--- src/rtl/fetch_stage_pkg.sv ---
// Shared configuration for the instruction fetch stage: word width,
// instruction size, the bubble instruction and the FSM state encodings.
package fetch_stage_pkg;

    localparam int                  WORD_LEN    = 32;
    localparam int                  INSTR_BYTES = 4;
    localparam logic [WORD_LEN-1:0] NOP_INSTR   = 32'h0000_0000;

    typedef enum logic [2:0] {
        IDLE  = 3'd0,
        REQ   = 3'd1,
        WAIT  = 3'd2,
        HOLD  = 3'd3,
        FAULT = 3'd4
    } fetch_state_t;

endpackage

--- src/rtl/fetch_hold_buffer.sv ---
// IF/ID slot plus a one-entry hold buffer that parks a response which
// arrives while decode is stalled on an already-occupied slot.
module fetch_hold_buffer #(
    parameter int                  WORD_LEN  = fetch_stage_pkg::WORD_LEN,
    parameter logic [WORD_LEN-1:0] NOP_INSTR = fetch_stage_pkg::NOP_INSTR
) (
    input  logic                clk,
    input  logic                i_rst_n,
    input  logic                i_flush,
    input  logic                i_stall,
    input  logic                i_load_slot,
    input  logic                i_load_hold,
    input  logic                i_move_hold,
    input  logic [WORD_LEN-1:0] i_data,
    input  logic [WORD_LEN-1:0] i_pc,
    output logic                o_valid,
    output logic [WORD_LEN-1:0] o_instr,
    output logic [WORD_LEN-1:0] o_pc
);

    logic                r_hold_instr_valid;
    logic [WORD_LEN-1:0] r_hold_instr;
    logic [WORD_LEN-1:0] r_hold_pc;
    logic                r_valid;
    logic [WORD_LEN-1:0] r_instr;
    logic [WORD_LEN-1:0] r_pc;

    // Hold buffer: captures a parked response, dropped on a redirect or once moved.
    always_ff @(posedge clk or negedge i_rst_n) begin
        if (!i_rst_n) begin
            r_hold_instr_valid <= 1'b0;
            r_hold_instr       <= '0;
            r_hold_pc          <= '0;
        end else if (i_flush) begin
            r_hold_instr_valid <= 1'b0;
        end else if (i_load_hold) begin
            r_hold_instr_valid <= 1'b1;
            r_hold_instr       <= i_data;
            r_hold_pc          <= i_pc;
        end else if (i_move_hold) begin
            r_hold_instr_valid <= 1'b0;
        end
    end

    // IF/ID slot: flush beats load, a stalled valid slot holds, otherwise it drains.
    always_ff @(posedge clk or negedge i_rst_n) begin
        if (!i_rst_n) begin
            r_valid <= 1'b0;
            r_instr <= NOP_INSTR;
            r_pc    <= '0;
        end else if (i_flush) begin
            r_valid <= 1'b0;
            r_instr <= NOP_INSTR;
        end else if (i_load_slot) begin
            r_valid <= 1'b1;
            r_instr <= i_data;
            r_pc    <= i_pc;
        end else if (i_move_hold && r_hold_instr_valid) begin
            r_valid <= 1'b1;
            r_instr <= r_hold_instr;
            r_pc    <= r_hold_pc;
        end else if (!(i_stall && r_valid)) begin
            r_valid <= 1'b0;
            r_instr <= NOP_INSTR;
        end
    end

    assign o_valid = r_valid;
    assign o_instr = r_valid ? r_instr : NOP_INSTR;
    assign o_pc    = r_pc;

endmodule

--- src/rtl/fetch_stage.sv ---
// Instruction fetch stage: issues one request at a time to instruction
// memory, advances the program counter on each accepted request, handles
// redirects from execute and stops permanently on a misaligned PC.
module fetch_stage #(
    parameter int                  WORD_LEN  = fetch_stage_pkg::WORD_LEN,
    parameter logic [WORD_LEN-1:0] NOP_INSTR = fetch_stage_pkg::NOP_INSTR
) (
    input  logic                clk,
    input  logic                reset,
    input  logic [WORD_LEN-1:0] pc,
    output logic                pc_enable,
    output logic [WORD_LEN-1:0] pc_next,
    input  logic                branch_taken,
    input  logic [WORD_LEN-1:0] branch_target,
    input  logic                stall,
    output logic                imem_req_valid,
    output logic [WORD_LEN-1:0] imem_req_addr,
    input  logic                imem_req_ready,
    input  logic                imem_resp_valid,
    input  logic [WORD_LEN-1:0] imem_resp_data,
    output logic                ifid_valid,
    output logic [WORD_LEN-1:0] ifid_instr,
    output logic [WORD_LEN-1:0] ifid_pc,
    output logic                fetch_fault
);

    import fetch_stage_pkg::fetch_state_t;
    import fetch_stage_pkg::IDLE;
    import fetch_stage_pkg::REQ;
    import fetch_stage_pkg::WAIT;
    import fetch_stage_pkg::HOLD;
    import fetch_stage_pkg::FAULT;
    import fetch_stage_pkg::INSTR_BYTES;

    localparam int ALIGN_BITS = $clog2(INSTR_BYTES);

    fetch_state_t        r_state;
    fetch_state_t        w_state_next;
    logic                r_drop;
    logic                w_drop_next;
    logic [WORD_LEN-1:0] r_req_pc;

    logic                w_aligned;
    logic                w_handshake;
    logic                w_load_slot;
    logic                w_load_hold;
    logic                w_move_hold;
    logic                w_req_valid;
    logic [WORD_LEN-1:0] w_req_addr;
    logic                w_pc_enable;
    logic [WORD_LEN-1:0] w_pc_next;
    logic                w_ifid_valid;

    assign w_aligned   = (pc[ALIGN_BITS-1:0] == '0);
    assign w_handshake = (r_state == REQ) && w_aligned && imem_req_ready;

    // State, drop flag and the address of the request in flight.
    always_ff @(posedge clk or negedge reset) begin
        if (!reset) begin
            r_state  <= IDLE;
            r_drop   <= 1'b0;
            r_req_pc <= '0;
        end else begin
            r_state <= w_state_next;
            r_drop  <= w_drop_next;
            if (w_handshake) begin
                r_req_pc <= pc;
            end
        end
    end

    // Next state, memory request, PC update and slot control; a redirect overrides all.
    always_comb begin
        w_state_next = r_state;
        w_drop_next  = r_drop;
        w_load_slot  = 1'b0;
        w_load_hold  = 1'b0;
        w_move_hold  = 1'b0;
        w_req_valid  = 1'b0;
        w_req_addr   = '0;
        w_pc_enable  = 1'b0;
        w_pc_next    = '0;

        case (r_state)
            IDLE: begin
                w_state_next = REQ;
            end
            REQ: begin
                if (!w_aligned) begin
                    // A redirect rescues a bad PC before it is ever requested.
                    if (!branch_taken) begin
                        w_state_next = FAULT;
                    end
                end else begin
                    w_req_valid = 1'b1;
                    w_req_addr  = pc;
                    if (imem_req_ready) begin
                        w_pc_enable  = 1'b1;
                        w_pc_next    = pc + WORD_LEN'(INSTR_BYTES);
                        w_state_next = WAIT;
                        // Request accepted on the wrong path: fetch it, then throw it away.
                        w_drop_next  = branch_taken;
                    end
                end
            end
            WAIT: begin
                if (imem_resp_valid) begin
                    w_state_next = REQ;
                    w_drop_next  = 1'b0;
                    if (!r_drop && !branch_taken) begin
                        if (!w_ifid_valid || !stall) begin
                            w_load_slot = 1'b1;
                        end else begin
                            w_load_hold  = 1'b1;
                            w_state_next = HOLD;
                        end
                    end
                end else if (branch_taken) begin
                    w_drop_next = 1'b1;
                end
            end
            HOLD: begin
                if (branch_taken) begin
                    w_state_next = REQ;
                end else if (!stall) begin
                    w_move_hold  = 1'b1;
                    w_state_next = REQ;
                end
            end
            FAULT: begin
                w_state_next = FAULT;
            end
            default: begin
                w_state_next = IDLE;
            end
        endcase

        if (branch_taken) begin
            w_pc_enable = 1'b1;
            w_pc_next   = branch_target;
        end
    end

    fetch_hold_buffer #(
        .WORD_LEN  (WORD_LEN),
        .NOP_INSTR (NOP_INSTR)
    ) u_hold_buffer (
        .clk         (clk),
        .i_rst_n     (reset),
        .i_flush     (branch_taken),
        .i_stall     (stall),
        .i_load_slot (w_load_slot),
        .i_load_hold (w_load_hold),
        .i_move_hold (w_move_hold),
        .i_data      (imem_resp_data),
        .i_pc        (r_req_pc),
        .o_valid     (w_ifid_valid),
        .o_instr     (ifid_instr),
        .o_pc        (ifid_pc)
    );

    // Combinational outputs are forced to zero while reset is held.
    assign pc_enable      = reset & w_pc_enable;
    assign pc_next        = reset ? w_pc_next : '0;
    assign imem_req_valid = reset & w_req_valid;
    assign imem_req_addr  = reset ? w_req_addr : '0;
    assign ifid_valid     = w_ifid_valid;
    assign fetch_fault    = (r_state == FAULT);

endmodule

--- config.mk ---
export PLATFORM = sky130hd
export DESIGN_NAME = fetch_stage
export DESIGN_NICKNAME = d
export VERILOG_FILES = /design/src/rtl/fetch_stage_pkg.sv /design/src/rtl/fetch_hold_buffer.sv /design/src/rtl/fetch_stage.sv
export SDC_FILE = /design/constraint.sdc
export NUM_CORES = 1
export LEC_CHECK = 0
export ABC_AREA = 1
export BUFFER_PORTS_ARGS = -buffer_cell sky130_fd_sc_hd__buf_2
export CAP_MARGIN = 20
export CORE_MARGIN = 2
export CORE_UTILIZATION = 48
export DETAILED_ROUTE_END_ITERATION = 8
export PLACE_DENSITY = 0.79
export SYNTH_ARGS = -nofsm -noshare
export SYNTH_HDL_FRONTEND = slang
export SYNTH_SLANG_ARGS = --single-unit
--- constraint.sdc ---
create_clock -name clk -period 1.45 [get_ports clk]
set_input_delay 0.0725 -clock clk [delete_from_list [all_inputs] [get_ports clk]]
set_output_delay 0.0725 -clock clk [all_outputs]
set_load 0.01 [all_outputs]
==> flow_summary.yaml, run 1 <==
layout:
  antennaDiodeCount: 0
  regArea_um2: 4150
  nNetsFinal: 1642
  areaGrowthSynthToFinish_pct: 45.6
  drive_gt1_share_pct: 29.8
  nFillCells: 1419
  multi_input_area_um2: 3840
setup_path:
  rr_worst_depth: 9
  setup.worst_path.start_class: "flop"
  cp_max_fo: 5
  required_ns: 1.38
  critPathCaptureType: "output pin"
  arrival_ns: 1.95
  critPathKind: "reg -> out"
sta:
  final.min_clock_period_ns: 2.02
  tightest_slew_ns: 0.638
  fin_ws_ns: -0.571
  fmax_ghz: 0.495
  skew_ns: 0.0167
  slew_headroom_pct: 57.5
  hold_viol_final: 0
  slew_violations: 0
  setup_violations: 226
  rsz0062_at_grt: "yes"
  fin_tns_setup_ns: -59.59
  finalCritPeriodShare_pct: 139
clock_tree:
  cts_root_buf: "clkbuf_16"
  cts_buffers: 17
  cts_buffer_depth: 2
  cts_sinks: 166
  clkTransAtPathRegs_ns: 0.07
  clk_latency_ns: 0.43
  ctsHtreeMaxLevel: 4
  cts_tree: "yes"
run_status:
  status: "finished with violations"
  violations: "setup timing"
route:
  totalWireLength_um: 29000
  viasPerCell: 5.14
  dr.pass1.iters: 5
  route.detailed.drc: 0
  antenna_left: 0
  wl_per_cell_um: 16.3
  drtIter0Drc: 658
  vias: 9155
logic_synthesis:
  synth-edff-count: 0
  synth_cell_types: 31
  async_flop_share_pct: 100
  synthCells: 1192
  synth_area_leaders: "dfrtp_1, nand2_1, inv_1"
  synth_top_area_share_pct: 48.2
  ys_ff_latch: 166
  avgSynthCellArea_um2: 7.23
  synth-main-ff-cell: "dfrtp_1"
  syn-cell-area_um2: 8620
  yosysWarnings: 0
  yosysSeqAreaShare_pct: 48.2
  synth_area_leader_cell: "dfrtp_1"
floorplanning:
  core_area_um2: 17800
  die_w_um: 138
  die-area_um2: 19000
  num_rows: 49
  initial_core_util_pct: 48.5
  die_y_um: 138
  io_pins: 234
grt:
  grt_pass1_vias: 8832
  overflow: 0
  grt_usage_pct: 30.0
  grt_pass1_wl_um: 45900
  grt_max_degree: 121
  grt_antenna_before_repair: 0
min_path:
  hold_path.class: "in -> reg"
  hold-path-cell-count: 3
placement:
  routabilityCongestion: 0.993
  port_buffers: 231
  dp_slack_ns: -0.186
  dp_hpwl_um: 19200
pwr:
  leakage_nw: 6.84
  pwr_density_cell_nw_per_um2: 1020
  ir_drop_mv: 0.903
flow_run:
  max_cap_violations: 0
per-layer routing:
metal | up-vias | global-route usage [%] | part of all wire [%]
met3 | 49 | 4.68 | 6.7
li1 | 4410 | - | -
met5 | - | 0 | 0
met4 | 0 | 10.2 | 2.9
met2 | 404 | 50.9 | 50
met1 | 4292 | 39.4 | 41
timing repair:
item / in CTS / in global routing
setup endpoints to repair: 224 / 253
pin swaps: 21 / 26
endpoints found under the hold margin: 231 / 0
gates resized for setup: 84 / 46
setup buffers: 25 / 5
hold buffers: 34 / 0
gates cloned: 13 / 4
flip-flops by register name (all words and copies together), names as in the netlist:
name,count
r_drop,1
r_req_pc,32
r_state,3
u_hold_buffer.o_pc,32
u_hold_buffer.o_valid,1
u_hold_buffer.r_hold_instr,32
u_hold_buffer.r_hold_instr_valid,1
u_hold_buffer.r_hold_pc,32
u_hold_buffer.r_instr,32
cell type report:
type                            count  share of cell area (%)
Clock inverter                     14                    1.20
Tap cell                          229                    2.28
Timing Repair Buffer              387                    24.5
Sequential cell                   166                    33.1
Clock buffer                       18                    3.50
Multi-Input combinational cell    806                    30.6
Inverter                          161                    4.84
power by group:
part           switching (W)  total [W]  internal (W)  leakage, nW
registers           0.000372    0.00557       0.00520         2.17
clock network        0.00208    0.00444       0.00236        0.292
logic                0.00162    0.00285       0.00123         4.37
final timing paths:
kind	startpoint	endpoint	slack (ns)
max reg2reg	r_state[2]	u_hold_buffer.o_pc[5]	-0.38
max in group asynchronous	reset	u_hold_buffer.r_hold_pc[22]	0.51
min	pc[31]	r_req_pc[31]	0.03
max	r_state[1]	imem_req_addr[16]	-0.57
min reg2reg	u_hold_buffer.r_hold_pc[20]	u_hold_buffer.r_hold_pc[20]	0.48
min in group asynchronous	reset	u_hold_buffer.r_hold_pc[12]	0.06
synth_stat cells (2+ instances only):
master	count
nand2_1	395
dfrtp_1	166
inv_1	161
nor2_1	121
o21ai_0	118
nand3_1	65
o21ai_1	39
clkbuf_1	29
o211ai_1	22
buf_2	20
a21oi_1	18
buf_6	8
o21ai_2	4
buf_4	3
nand3_2	3
xor2_1	3
nor2_4	2
nor3_1	2
per-stage QoR:
step | instance area, µm² | hold WS [ns] | power [W] | instances | utilization (%)
2_1_floorplan | 8630 | -0.223 | 0.00674 | 1193 | -
3_3_place_gp | 10500 | -0.126 | 0.00776 | 1675 | 59.2
3_5_place_dp | 10500 | -0.126 | 0.00785 | 1675 | 59.2
4_1_cts | 12300 | 0.00753 | 0.0127 | 1778 | 69.4
5_1_grt | 12500 | 0.0293 | 0.0135 | 1781 | 70.6
6_report | 12500 | 0.0282 | 0.0129 | 1781 | 70.6
cells in the final DEF (no fill, tap or decap), drive strengths merged:
cell         Yosys  routed
a21oi           19      19
a22o             1       1
a31oi            1       1
buf             31     344
bufbuf           0       6
clkbuf          29      21
clkinv           0       3
conb             1       2
dfrtp          166     166
dlygate4sd3      0      34
ha               1       1
inv            161     172
nand2          396     396
nand3           68      68
nand3b           1       1
nand4            2       2
nor2           123     123
nor3             4       4
o211ai          22      22
o21ai          161     161
o21bai           1       1
o31ai            1       1
xor2             3       3
worst max-delay path, cell delays in order, from the launching register on:
cell,delay [ns]
dfrtp_1,0.42
nor3_4,0.27
buf_6,0.14
nand2_4,0.06
nor2_4,0.14
inv_4,0.09
clkbuf_16,0.17
nor2_1,0.10
buf_2,0.14
kinds of logic (layout without fill, tap and decap cells):
kind of cell / Yosys count / count (layout) / share of synthesized area (%)
AOI/OAI and AO/OA: 206 / 206 / 12.9
xor gates and xnor gates: 3 / 3 / 0.305
adders and majority gates: 1 / 1 / 0.145
buffers and inverters: 221 / 580 / 10.7
DFF: 166 / 166 / 48.2
other: 1 / 2 / 0.0435
and+or+nand+nor: 594 / 594 / 27.6
No activity file was read; power rests on OpenSTA's default activity.
==> run 2: changes to the inputs <==
--- a/config.mk
+++ b/config.mk
@@ -8,7 +8,6 @@
 export ABC_AREA = 1
 export BUFFER_PORTS_ARGS = -buffer_cell sky130_fd_sc_hd__buf_2
 export CAP_MARGIN = 20
-export CORE_MARGIN = 2
 export CORE_UTILIZATION = 48
 export DETAILED_ROUTE_END_ITERATION = 8
 export PLACE_DENSITY = 0.79
==> flow_summary.yaml, run 2 (synthesized netlist as in run 1, its figures left out) <==
layout:
  layout_common_cells: "nand2_1, buf_2, dfrtp_1, inv_1, nor2_1"
  fin_cells: 1801
  drive_gt1_share_pct: 34.3
  final_common_cell: "nand2_1"
  nNetsFinal: 1665
  areaGrowthSynthToFinish_pct: 54.7
  fin_area_um2: 13300
  regArea_um2: 4160
  multi_input_area_um2: 4170
  nFillCells: 1191
floorplanning:
  core_area_um2: 17400
  initial_core_util_pct: 49.5
  die_w_um: 136
  die_y_um: 136
  num_rows: 48
  die-area_um2: 18500
  io_pins: 234
setup_path:
  required_ns: 1.38
  arrival_ns: 2.02
  critPathCaptureType: "output pin"
  setup.worst_path.start_class: "flop"
  rr_worst_depth: 11
  rr_endpoint: "u_hold_buffer.r_hold_instr[15]"
  r2r-start: "r_state[2]"
  cp_max_fo: 7
  rrSetupSlack_ns: -0.36
  critPathKind: "reg -> out"
  cp-endpoint: "pc_next[17]"
  setup.worst_path.start: "r_state[1]"
clock_tree:
  clk_latency_ns: 0.42
  cts_sinks: 166
  cts_tree: "yes"
  clkTransAtPathRegs_ns: 0.07
  cts_buffer_depth: 2
  ctsHtreeMaxLevel: 4
  cts_buffers: 17
  cts_root_buf: "clkbuf_16"
sta:
  hold_viol_final: 0
  fin_ws_ns: -0.640
  rsz0062_at_grt: "yes"
  tightest_slew_ns: 0.850
  final.min_clock_period_ns: 2.09
  setup_violations: 217
  slew_headroom_pct: 43.4
  slew_violations: 0
  fmax_ghz: 0.479
  finalCritPeriodShare_pct: 144
  skew_ns: 0.00839
pwr:
  pwr_density_cell_nw_per_um2: 997
  ir_drop_mv: 0.719
  leakage_nw: 7.07
grt:
  grt_max_degree: 166
  overflow: 0
  grt_pass1_vias: 9916
  grt_usage_pct: 36.4
  grt_pass1_wl_um: 51000
  grt_antenna_before_repair: 0
route:
  vias: 10000
  drtIter0Drc: 715
  dr.pass1.iters: 5
  antenna_left: 0
  totalWireLength_um: 34500
  wl_per_cell_um: 19.2
  viasPerCell: 5.55
  route.detailed.drc: 0
run_status:
  violations: "setup timing"
  status: "finished with violations"
placement:
  placed_cell_area_um2: 10500
  port_buffers: 231
  routabilityCongestion: 0.980
  dp_hpwl_um: 19000
  placed_cells: 1666
flow_run:
  max_cap_violations: 0
min_path:
  hold_path.class: "in -> reg"
## run 2: cell count changes in the layout (fill, tap and decap cells not counted), sizes merged
cell	delta
bufinv	+2
nand2	+2
clkbuf	+3
clkinv	-1
dlygate4sd3	+2
buf	+20
nand4	+1
diode	+1
clkinvlp	+4
bufbuf	-4
inv	-6
## run 2: routing by layer
layer  up-vias  share of wire, %  track usage (%)
met4         0               6.2             22.8
li1       4486                 -                -
met2       671                50             62.4
met5         -                 0                0
met1      4683                36             41.9
met3       164               7.9             6.86
## run 2: repair_timing
action                                  4_1_cts  5_1_grt
gates cloned                                 23        6
hold buffers                                 36        0
gates resized for setup                     180       91
setup buffers                                32       13
endpoints found under the setup margin      218      242
endpoints found under the hold margin       233        0
pin swaps                                    18       27
## run 2: stage by stage
step                worst slack (ns)  setup TNS [ns]  power (W)  hold slack [ns]  util, %
finish                        -0.640          -68.47     0.0133          0.00456     76.6
global route                  -0.668          -79.25     0.0138           0.0129     76.6
CTS                           -0.561          -87.01     0.0129          0.00517     74.2
detailed placement            -0.172           -8.01    0.00783           -0.116     60.2
global placement              -0.147           -3.52    0.00776           -0.118     60.2
floorplan                   -0.00204        -0.00814    0.00674           -0.223        -
## run 2: worst min-delay path by stage
stage	startpoint	endpoint	slack [ns]	depth (start not counted)
global route	pc[21]	r_req_pc[21]	0.01	3
finish	pc[21]	r_req_pc[21]	0.005	3
global placement	reset	r_req_pc[11]	-0.12	1
floorplan	reset	r_drop	-0.22	0
CTS	branch_taken	u_hold_buffer.o_valid	0.005	2
detailed placement	reset	r_req_pc[11]	-0.12	1
## run 2: cell type report
cell class              count  share of cell area [%]
flip-flops and latches    166                    31.2
inverters                 161                    4.66
well taps                 225                    2.11
clock inverters            13                    1.08
multi-input cells         809                    31.3
repair buffers            407                    26.4
clock buffers              19                    3.32
diodes                      1                  0.0188
## run 2: where the power goes
group / total (W) / switching, W / internal [W]
sequential: 0.00560 / 0.000391 / 0.00520
clock: 0.00454 / 0.00194 / 0.00260
combinational: 0.00316 / 0.00185 / 0.00131
## run 2: worst max-delay path, cell delays in order, from the launching register on
cell and delay (ns):
dfrtp_1 0.43, nor3_4 0.33, nand2_4 0.13, nor2_4 0.11, buf_8 0.16, buf_12 0.14
nand3_4 0.08, nand2_4 0.11, buf_6 0.10
==> run 3: changes to the inputs <==
--- a/config.mk
+++ b/config.mk
@@ -11,6 +11,7 @@
 export CORE_UTILIZATION = 48
 export DETAILED_ROUTE_END_ITERATION = 8
 export PLACE_DENSITY = 0.79
+export SETUP_SLACK_MARGIN = 0.15
 export SYNTH_ARGS = -nofsm -noshare
 export SYNTH_HDL_FRONTEND = slang
 export SYNTH_SLANG_ARGS = --single-unit
==> flow_summary.yaml, run 3 (synthesized netlist as in run 1, its figures left out) <==
setup_path:
  cpPeakStageDelay_ns: 0.39
  rr_worst_depth: 8
  r2r-start: "r_state[1]"
  setup.worst_path.start: "r_state[1]"
  cp_max_fo: 7
  rrSetupSlack_ns: -0.41
  setup.worst_path.start_class: "flop"
  required_ns: 1.38
  cp-endpoint: "imem_req_addr[7]"
  rr_endpoint: "u_hold_buffer.r_hold_instr[23]"
  critPathCaptureType: "output pin"
  arrival_ns: 1.99
  critPathKind: "reg -> out"
  slowest_stage: "dfrtp_1"
  cp_cell_sequence: "nor3_2 > buf_4 > nand2_4 > nor2_4 > clkinv_4 > clkbuf_16 > nor2_2 > buf_2"
sta:
  tightest_slew_ns: 0.978
  setup_violations: 258
  fmax_ghz: 0.484
  slew_violations: 0
  hold_viol_final: 0
  skew_ns: 0.00943
  fin_ws_ns: -0.615
  finalCritPeriodShare_pct: 142
  final.min_clock_period_ns: 2.07
  rsz0062_at_grt: "yes"
  slew_headroom_pct: 34.8
pwr:
  power_switching_w: 0.00502
  ir_drop_mv: 0.726
  p_comb_share_pct: 26.9
  internal_power_w: 0.00923
  pwr-share-clk_pct: 31.9
  swShare_pct: 35.2
  power_w: 0.0142
  leakage_nw: 7.50
  p_seq_share_pct: 41.2
  pwr_density_cell_nw_per_um2: 1020
layout:
  nFillCells: 926
  fin_area_um2: 13900
  antennaDiodeCount: 0
  final_common_cell: "nand2_1"
  areaGrowthSynthToFinish_pct: 61.8
  drive_gt1_share_pct: 37.4
  layout_common_cells: "nand2_1, buf_2, dfrtp_1, inv_1, nor2_1"
  nNetsFinal: 1642
  fin_cells: 1777
route:
  drtIter0Drc: 1632
  totalWireLength_um: 39300
  vias: 10700
  antenna_left: 0
  wl_per_cell_um: 22.1
  dr.pass1.iters: 6
  route.detailed.drc: 0
  viasPerCell: 6.03
clock_tree:
  cts_sinks: 166
  cts_root_buf: "clkbuf_16"
  cts_buffers: 17
  cts_tree: "yes"
  cts_buffer_depth: 2
  ctsHtreeMaxLevel: 4
  clk_latency_ns: 0.43
  clkTransAtPathRegs_ns: 0.07
floorplanning:
  num_rows: 48
  die_w_um: 136
  core_area_um2: 17400
  io_pins: 234
  initial_core_util_pct: 49.5
  die-area_um2: 18500
  die_y_um: 136
run_status:
  violations: "setup timing"
  status: "finished with violations"
grt:
  overflow: 0
  grt_antenna_before_repair: 1
  grt_pass1_vias: 9623
  grt_pass1_wl_um: 50100
  grt_usage_pct: 35.5
  grt_max_degree: 91
placement:
  routabilityCongestion: 0.976
  placed_cells: 1647
  port_buffers: 231
  placed_cell_area_um2: 10500
  dp_hpwl_um: 17800
  dp_slack_ns: -0.109
flow_run:
  max_cap_violations: 0
min_path:
  hold-path-cell-count: 3
  hold_path.class: "in -> reg"
-- run 3: routing by layer --
layer	wire length, µm	up-vias	track usage [%]
met5	0	-	0
met4	3120	0	17.5
met3	4430	325	5.56
met2	18700	1072	61.7
met1	13100	4888	42.5
li1	-	4425	-
-- run 3: power groups by stage --
stage               clock [W]  sequential (W)  combinational [W]
floorplan                   0         0.00559            0.00121
global placement            0         0.00560            0.00212
detailed placement          0         0.00562            0.00220
CTS                   0.00438         0.00556            0.00275
global route          0.00469         0.00588            0.00404
finish                0.00455         0.00587            0.00383
-- run 3: stage by stage --
| step | TNS, ns | util (%) | hold WS [ns] |
|---|---|---|---|
| 6_report | -69.51 | 80.1 | 0.0336 |
| 5_1_grt | -81.46 | 80.1 | 0.0237 |
| 4_1_cts | -45.72 | 72.8 | 0.00801 |
| 3_5_place_dp | -3.68 | 60.0 | 0.202 |
| 3_3_place_gp | -0.789 | 60.0 | 0.192 |
| 2_1_floorplan | 0 | - | -0.223 |
-- run 3: cell type report --
| class | count | area, µm² | share of cell area [%] |
|---|---|---|---|
| clock inverter | 15 | 144 | 1.03 |
| inverter | 161 | 627 | 4.49 |
| tap | 225 | 282 | 2.02 |
| sequential | 166 | 4150 | 29.8 |
| multi-input combinational | 806 | 4480 | 32.1 |
| clock buffer | 17 | 425 | 3.05 |
| timing repair buffer | 387 | 3840 | 27.5 |
-- run 3: how the worst min path moves through the flow --
stage	slack [ns]	from	end
after floorplan	-0.22	reset	r_drop
after global placement	0.19	reset	r_req_pc[17]
after detailed placement	0.20	reset	r_req_pc[17]
after CTS	0.008	pc[27]	r_req_pc[27]
after global routing	0.02	pc[31]	r_req_pc[31]
final	0.03	pc[31]	r_req_pc[31]
-- run 3: worst max-delay path: cells and delay by family, from the launching register on --
family	cells	cell delay, ns
flops	1	0.39
buf+inv	4	0.66
simple gates	4	0.49
-- run 3: repair_timing --
item                                    CTS  global route
hold buffers                             35             0
setup buffers                            19            13
resized for setup                       147           273
pin swaps                                 7            12
cloned                                   23             8
endpoints found under the setup margin  262           338
hold endpoints to repair                232             0
